$ cat src/rtl/irq_ctrl_pkg.sv
// Shared constants for the interrupt controller: register offsets,
// controller state encoding and the source-count ceiling.
package irq_ctrl_pkg;

    localparam int NSRC_MAX = 8;

    localparam logic [1:0] IC_MASK  = 2'd0;
    localparam logic [1:0] IC_PEND  = 2'd1;
    localparam logic [1:0] IC_MODE  = 2'd2;
    localparam logic [1:0] IC_CLAIM = 2'd3;

    typedef enum logic [1:0] {
        ST_IDLE   = 2'd0,
        ST_ACTIVE = 2'd1,
        ST_GAP    = 2'd2
    } ic_state_e;

endpackage

$ cat src/rtl/irq_prio_enc.sv
// Lowest-index-wins priority encoder; index 0 is the most urgent source.
module irq_prio_enc #(
    parameter int N = 6
) (
    input  logic [N-1:0] req_i,
    output logic         valid_o,
    output logic [2:0]   idx_o
);

    // Scan from the top down so the lowest set index is the last one written.
    always_comb begin
        valid_o = |req_i;
        idx_o   = 3'd0;
        for (int i = N - 1; i >= 0; i--) begin
            if (req_i[i]) idx_o = 3'(i);
        end
    end

endmodule

$ cat src/rtl/irq_ctrl.sv
// Interrupt controller: latches source requests into PENDING, masks them,
// presents one IRQ at a time to CP0 and waits for an EOI write to CLAIM.
//
//  state  | meaning
//  IDLE   | no interrupt signalled; picks the best masked pending source
//  ACTIVE | IRQ held high for CUR until EOI or until MASK[CUR] drops
//  GAP    | one forced low cycle after EOI so CP0 sees a falling edge
module irq_ctrl
    import irq_ctrl_pkg::*;
#(
    parameter int NSRC = 6
) (
    input  logic            CLK,
    input  logic            RST,
    input  logic [NSRC-1:0] SRC,
    input  logic [1:0]      innerADDR,
    input  logic            WE,
    input  logic [31:0]     WD,
    output logic [31:0]     RD,
    output logic            IRQ,
    output logic [2:0]      IRQ_ID
);

    logic [NSRC-1:0] mask_q, mask_d;
    logic [NSRC-1:0] mode_q, mode_d;
    logic [NSRC-1:0] pend_q, pend_d;
    logic [NSRC-1:0] src_d_q;
    logic [2:0]      cur_q;
    logic            irq_q;
    ic_state_e       state_q;

    logic [NSRC-1:0] cand;
    logic [NSRC-1:0] set_vec;
    logic [NSRC-1:0] clr_vec;
    logic [NSRC-1:0] cur_onehot;
    logic            sel_valid;
    logic [2:0]      sel_idx;
    logic            eoi;
    logic            cur_masked;
    logic            busy;
    logic            unused_wd;

    assign unused_wd  = &{1'b0, WD};
    assign cand       = pend_q & mask_q;
    assign cur_onehot = NSRC'(1) << cur_q;
    assign cur_masked = |(mask_q & cur_onehot);
    assign busy       = (state_q != ST_IDLE);
    assign eoi        = WE && (innerADDR == IC_CLAIM) && (state_q == ST_ACTIVE)
                        && (WD[2:0] == cur_q);

    irq_prio_enc #(.N(NSRC)) u_prio (
        .req_i   (cand),
        .valid_o (sel_valid),
        .idx_o   (sel_idx)
    );

    // Request capture and register writes; a set beats a clear on the same bit.
    always_comb begin
        for (int i = 0; i < NSRC; i++) begin
            set_vec[i] = mode_q[i] ? (SRC[i] & ~src_d_q[i]) : SRC[i];
        end
        clr_vec = '0;
        if (WE && (innerADDR == IC_PEND)) clr_vec = WD[NSRC-1:0];
        if (eoi) clr_vec = clr_vec | cur_onehot;
        pend_d = (pend_q & ~clr_vec) | set_vec;
        mask_d = (WE && (innerADDR == IC_MASK)) ? WD[NSRC-1:0] : mask_q;
        mode_d = (WE && (innerADDR == IC_MODE)) ? WD[NSRC-1:0] : mode_q;
    end

    // Register file and source history.
    always_ff @(posedge CLK or posedge RST) begin
        if (RST) begin
            mask_q  <= '0;
            mode_q  <= '0;
            pend_q  <= '0;
            src_d_q <= '0;
        end else begin
            mask_q  <= mask_d;
            mode_q  <= mode_d;
            pend_q  <= pend_d;
            src_d_q <= SRC;
        end
    end

    // Controller FSM with registered IRQ and current-source index.
    always_ff @(posedge CLK or posedge RST) begin
        if (RST) begin
            state_q <= ST_IDLE;
            cur_q   <= 3'd0;
            irq_q   <= 1'b0;
        end else begin
            case (state_q)
                ST_IDLE: begin
                    if (sel_valid) begin
                        cur_q   <= sel_idx;
                        irq_q   <= 1'b1;
                        state_q <= ST_ACTIVE;
                    end
                end
                ST_ACTIVE: begin
                    if (eoi) begin
                        irq_q   <= 1'b0;
                        state_q <= ST_GAP;
                    end else if (!cur_masked) begin
                        irq_q   <= 1'b0;
                        state_q <= ST_IDLE;
                    end
                end
                ST_GAP: begin
                    irq_q   <= 1'b0;
                    state_q <= ST_IDLE;
                end
                default: begin
                    irq_q   <= 1'b0;
                    state_q <= ST_IDLE;
                end
            endcase
        end
    end

    // Combinational register read-back; unused upper bits read zero.
    always_comb begin
        RD = 32'd0;
        case (innerADDR)
            IC_MASK:  RD = 32'(mask_q);
            IC_PEND:  RD = 32'(pend_q);
            IC_MODE:  RD = 32'(mode_q);
            IC_CLAIM: RD = 32'({busy, cur_q});
            default:  RD = 32'd0;
        endcase
    end

    assign IRQ    = irq_q;
    assign IRQ_ID = cur_q;

endmodule

$ cat config.mk
export PLATFORM = sky130hd
export DESIGN_NAME = irq_ctrl
export DESIGN_NICKNAME = d
export VERILOG_FILES = /design/src/rtl/irq_ctrl_pkg.sv /design/src/rtl/irq_prio_enc.sv /design/src/rtl/irq_ctrl.sv
export SDC_FILE = /design/constraint.sdc
export NUM_CORES = 1
export LEC_CHECK = 0
export CORE_ASPECT_RATIO = 1.2
export CORE_UTILIZATION = 30
export CTS_CLUSTER_DIAMETER = 120
export DETAILED_ROUTE_END_ITERATION = 10
export SLEW_MARGIN = 5
export SYNTH_ARGS = -nofsm -noshare
export SYNTH_HDL_FRONTEND = slang
export SYNTH_SLANG_ARGS = --single-unit
export TNS_END_PERCENT = 20
$ cat constraint.sdc
create_clock -name CLK -period 2.24 [get_ports CLK]
set_input_delay 0.336 -clock CLK [delete_from_list [all_inputs] [get_ports CLK]]
set_output_delay 0.336 -clock CLK [all_outputs]
set_load 0.005 [all_outputs]
==> After elaboration in Yosys (flattened, before gate mapping) <==
Index checks and enable logic that the tools add are counted.
{ "classes": {"add_sub_neg": 0, "mul": 0, "div": 0, "magnitude_cmp": 0, "eq_ne": 7, "n_shift": 1, "mux": 23, "bitwise_logic": 18, "n_reduce_logical": 13} }
{ "ops": {"columns": ["operator", "count"], "rows": [
  ["$pmux W32 S4", 1],
  ["$and A6 B6 Y6", 3],
  ["$mux W3", 6],
  ["$mux W6", 2],
  ["$or A6 B6 Y6", 2],
  ["$reduce_or A6 Y1", 2],
  ["$mux W1", 9],
  ["$and A1 B1 Y1", 6],
  ["$logic_and A1 B1 Y1", 6],
  ["$mux W2", 3],
  ["$not A1 Y1", 6],
  ["$not A6 Y6", 1],
  ["$shl A1 B3 Y6 const A", 1],
  ["$eq A2 B1 Y1 const B", 2],
  ["$eq A2 B2 Y1 const B", 2],
  ["$logic_not A2 Y1", 2],
  ["$pmux W2 S2", 1],
  ["$reduce_and A2 Y1", 2],
  ["$eq A3 B3 Y1", 1],
  ["$ne A3 B3 Y1 const B", 1],
  ["$ne A2 B2 Y1 const B", 1],
  ["$pmux W1 S2", 1],
  ["$reduce_bool A2 Y1", 1]
]} }
{ "totals": {"ff_bits": 30, "latchBits": 0, "ramBits": 0, "rom_bits": 0, "in_bits": 43, "out_inout_bits": 36, "wordCells": 69, "memories": 0} }

==> Depth between registers and ports, before layout <==
{ "logic_depth": {"word_depth": 8, "mapped_depth": 6, "ltp_nobuf": 4} }

==> Modules after synthesis <==
Synthesis repeated with hierarchy kept, for this count alone.
{ "unflattened": {"hier_cells": 164, "hier_area_um2": 1725.4} }
{ "modules_own_cells": {"columns": ["module", "instances", "cells_per_inst", "area_each_um2", "seq_area_each_um2"], "rows": [
  ["irq_ctrl", 1, 154, 1672.9, 725.7],
  ["irq_prio_enc", 1, 10, 52.6, 0.0]
]} }

==> Worst setup path before layout <==
OpenSTA, ideal clock, no wires.
{ "synth_timing": {"path_kind": "register to register", "from": "reg cur_q[0], in the netlist IRQ_ID[0]", "to": "reg pend_q[2]", "setup_ps": 122, "arrival_ps": 1767, "t_required_ps": 2118, "setup_slack_ps": 351, "path_stages_with_launch": 6, "synth_period_minus_slack_ps": 1889, "cell_sequence": "dfrtp_1 -> xnor2_1 -> or3b_1 -> clkbuf_2 -> or4_1 -> a32o_1"} }
{ "synth_between": {"elab_chain_len": 6, "elab_cells_between_ends": 8} }
{ "synth_lines": {"columns": ["element", "line", "rtl"], "rows": [
  ["start: declaration", "irq_ctrl.sv:28", "logic [2:0] cur_q;"],
  ["start signal: assignment", "irq_ctrl.sv:95", "cur_q <= sel_idx;"],
  ["$eq A3 B3 Y1 or $shl A1 B3 Y6 (tied branches)", "irq_ctrl.sv:49, irq_ctrl.sv:45", null],
  ["$logic_and A1 B1 Y1 or $or A6 B6 Y6 (tied branches)", "irq_ctrl.sv:49, irq_ctrl.sv:64", null],
  ["$mux W6 (*)", "irq_ctrl.sv:64", "if (eoi) clr_vec = clr_vec | cur_onehot;"],
  ["$not A6 Y6 (*)", "irq_ctrl.sv:65", "pend_d = (pend_q & ~clr_vec) | set_vec;"],
  ["$and A6 B6 Y6 (*)", "irq_ctrl.sv:65", null],
  ["$or A6 B6 Y6 (*)", "irq_ctrl.sv:65", null],
  ["named net pend_d[2]", "irq_ctrl.sv:26", "logic [NSRC-1:0] pend_q, pend_d;"],
  ["end signal: assignment", "irq_ctrl.sv:80", "pend_q <= pend_d;"],
  ["end: declaration", "irq_ctrl.sv:26", null]
]} }
Mark *: on every way through the listed nets, which the timed path passes. The rest lies on a longest branch.
A chain may end at the register's enable or synchronous reset.

==> Worst setup path in the final report <==
{ "layout_timing": {"from": "in innerADDR[0]", "to": "out RD[1]"} }
{ "layout_between": {"elab_chain_len": 2, "elab_cells_between_ends": 5} }
{ "layout_lines": {"columns": ["element", "line", "rtl"], "rows": [
  ["start: declaration", "irq_ctrl.sv:16", "input logic [1:0] innerADDR,"],
  ["$eq A2 B2 Y1 (tied with other cells)", "irq_ctrl.sv:124", "case (innerADDR)"],
  ["$pmux W32 S4 (*)", "irq_ctrl.sv:124", null],
  ["end: declaration", "irq_ctrl.sv:19", "output logic [31:0] RD,"]
]} }
Mark *: on every way between the ends. The rest lies on a longest branch, timed or not. The select of a mux whose other input is x is not followed.

==> impl_metrics.py <==
metrics = {
    "cts": {
        "cts_setup_buffers": 0,
        "cts_buffer_depth": 2,
        "htreeDepth": 2,
        "hold_buffers": 0,
        "root_buffer": "clkbuf_8",
        "clk_latency_ps": 280,
        "clkSlewWorstSetupHoldPaths_ps": 60,
        "cts.sinks": 29,
        "cts_tree": "done",
        "cts_inserted_buffers": 5,
    },
    "sta": {
        "grt_setup_unrepaired": "false",
        "setup_viol": 0,
        "finalCritPeriodShare_pct": 95.9,
        "drv_slew": 0,
        "clock_skew_ps": 4.73,
        "period_minus_slack_ps": 2150,
        "tightest_slew_ps": 532,
        "finalHoldViolCount": 0,
        "fmax_ghz": 0.466,
        "maxSlewHeadroom_pct": 63.6,
    },
    "floorplanning": {
        "core_sq_mm": 0.00533,
        "die_y_microns": 84.0,
        "start_util_pct": 31.6,
        "die_x_microns": 70.4,
        "placementRows": 29,
        "die_area_sq_mm": 0.00591,
        "io-pin-count": 79,
    },
    "worst_setup_path": {
        "critPathArrivalTime_ps": 1810,
        "path_class": "in2out",
        "required_ps": 1900,
        "slowest_stage": "mux4_1",
        "crit_chain": "dlygate4sd2_1 > buf_6 > mux4_1 > clkdlybuf4s50_1",
        "startpoint_type": "input pin",
        "cpPeakStageDelay_ps": 570,
        "cp_max_fo": 4,
        "cp-end-kind": "output pin",
    },
    "worst_hold_path": {
        "hold_class": "in2async",
    },
    "logic_synthesis": {
        "synth_flop_cell": "dfrtp_1",
        "synth_seq_cells": 29,
        "ys_warn_count": 0,
        "netlist.area_leader.share_pct": 43.1,
        "synth_edf_count": 0,
        "ys_top_cells_by_area": "dfrtp_1 (43%), buf_4 (12%), mux2_2 (8.0%)",
        "netlist_instances": 164,
        "seq_area_frac_synth_pct": 43.1,
        "yosys.area_share.simple_pct": 17.4,
        "synth_most_common_cell": "nand2_1",
        "synthMuxAreaShare_pct": 16.7,
        "synth_area_sq_mm": 0.00168,
        "synth-xor-area-share_pct": 0.520,
        "yosysTopAreaCell": "dfrtp_1",
        "synth-compound-area-share_pct": 7.73,
        "synth_fa_ha_area_share_pct": 0,
        "synth_top_cells_by_count": "nand2_1 (33), dfrtp_1 (29), buf_4 (27)",
        "synth.distinct_cells": 36,
        "syn_avg_cell_area_sq_um": 10.3,
        "synthArstFlopShare_pct": 100,
        "synth_top_family_by_area": "simple AND/OR/NAND/NOR gates",
    },
    "cells_and_area": {
        "area_growth_syn_to_layout_pct": 25.2,
        "nFillCells": 523,
        "ff_latch_area_sq_um": 726,
        "nets": 250,
        "multi_input_area_sq_um": 817,
        "n_antenna_cell": 0,
        "instances_no_fill": 270,
        "drive_gt1_share_pct": 18.3,
    },
    "power": {
        "p_leak_nw": 0.950,
        "peakVddDrop_mv": 0.260,
        "power_mw": 1.71,
        "p_per_area_mw_per_mm2": 810,
    },
    "global_routing": {
        "grt_max_degree": 30,
        "grt_usage_pct": 14.0,
        "antenna_found_initial": 0,
        "grt_pass1_wl_microns": 6350,
        "grt_pass1_vias": 1299,
        "grt_util_met1_pct": 17.7,
        "grt_util_met3_pct": 3.74,
        "busiest_layer": "met2",
        "met2_usage_pct": 22.3,
        "grt-ovfl-total": 0,
    },
    "drt": {
        "drc": 0,
        "viasPerCell": 4.71,
        "routedWlPerCell_microns": 13.5,
        "finalWirelength_microns": 3650,
        "antenna_left": 0,
        "num_vias": 1271,
        "drtPass1Iterations": 4,
        "drt-initial-drc-count": 49,
    },
    "flow_run": {
        "cap_violations": 0,
    },
    "placement": {
        "numPortBuffers": 26,
        "globalplace.congestion": 0.832,
        "hpwl_microns": 2830,
        "dpl.cell_count": 262,
    },
    "status": {
        "status": "finished, final reports clean",
    },
}
-- final timing paths --
| path | start | end | slack, ps | cells past startpoint |
|---|---|---|---|---|
| setup / recovery | innerADDR[0] | RD[1] | 90 | 4 |
| setup reg to reg | IRQ_ID[0]$_DFFE_PP0P_ | pend_q[2]$_DFF_PP0_ | 300 | 4 |
| max in group asynchronous | RST | state_q[0]$_DFFE_PP0P_ | 1540 | 3 |
| min in group CLK | SRC[4] | src_d_q[4]$_DFF_PP0_ | 530 | 1 |
| hold reg to reg | mode_q[2]$_DFFE_PP0P_ | mode_q[2]$_DFFE_PP0P_ | 530 | 1 |
| hold / removal | RST | src_d_q[4]$_DFF_PP0_ | 420 | 3 |
-- kinds of logic after synthesis --
family | Yosys count
buffers and inverters | 35
DFF | 29
other | 1
muxes | 20
and+or+nand+nor | 59
AOI/OAI and AO/OA | 19
xor gates and xnor gates | 1
-- cells in the final DEF, fill, tap and decap left out, drive strengths merged, types with 2 or more instances in the layout --
master / instances
buf: 17
or3b: 2
nor2b: 2
or4: 2
nand3: 4
dfrtp: 29
mux2i: 4
o21ai: 7
clkdlybuf4s50: 23
mux2: 12
a21oi: 3
nand2: 33
clkbuf: 8
or2: 2
conb: 26
nor3b: 2
nor2: 2
a32o: 3
mux4: 4
nand2b: 3
inv: 3
nor4: 4
dlygate4sd2: 2
-- worst max-delay path, delay by kind of cell --
family / cells / cell delay, ps
buf+inv: 3 / 910
mux: 1 / 570
-- layer usage --
layer / vias up / part of all wire (%)
met2: 45 / 49
met4: 0 / 2.9
met3: 10 / 4.8
met5: - / 0
met1: 599 / 43
li1: 617 / -
-- report_power, final --
part | internal (mW) | switching (mW) | total (mW)
clock network | 0.220 | 0.183 | 0.403
logic | 0.336 | 0.278 | 0.615
registers | 0.613 | 0.0753 | 0.688
total | 1.17 | 0.537 | 1.71
-- repair_timing --
item,in CTS,in global routing
gates cloned,0,0
setup endpoints to repair,6,1
resized for setup,6,1
-- state kept, by name, indices dropped and copies added (netlist names) --
signal   flops
IRQ_ID       3
mask_q       6
mode_q       6
pend_q       6
src_d_q      6
state_q      2
-- layout make-up --
cell class | instances | area share (%)
Tap cell | 62 | 3.68
Inverter | 3 | 0.534
Sequential cell | 29 | 34.4
Timing Repair Buffer | 43 | 18.8
Clock buffer | 8 | 3.80
Multi-Input combinational cell | 125 | 38.8
-- per-stage QoR --
step	setup TNS (ps)	hold slack, ps	setup slack [ps]	utilization, %	cell area (sq um)
2_1_floorplan	0	367	351	-	1780
3_5_place_dp	-1260	520	-187	37.7	2010
3_3_place_gp	-1320	514	-214	37.7	2010
5_1_grt	0	506	13.4	39.5	2110
4_1_cts	0	444	32.3	39.5	2100
6_report	0	424	92.3	39.5	2110
(Power assumes the default switching activity.)
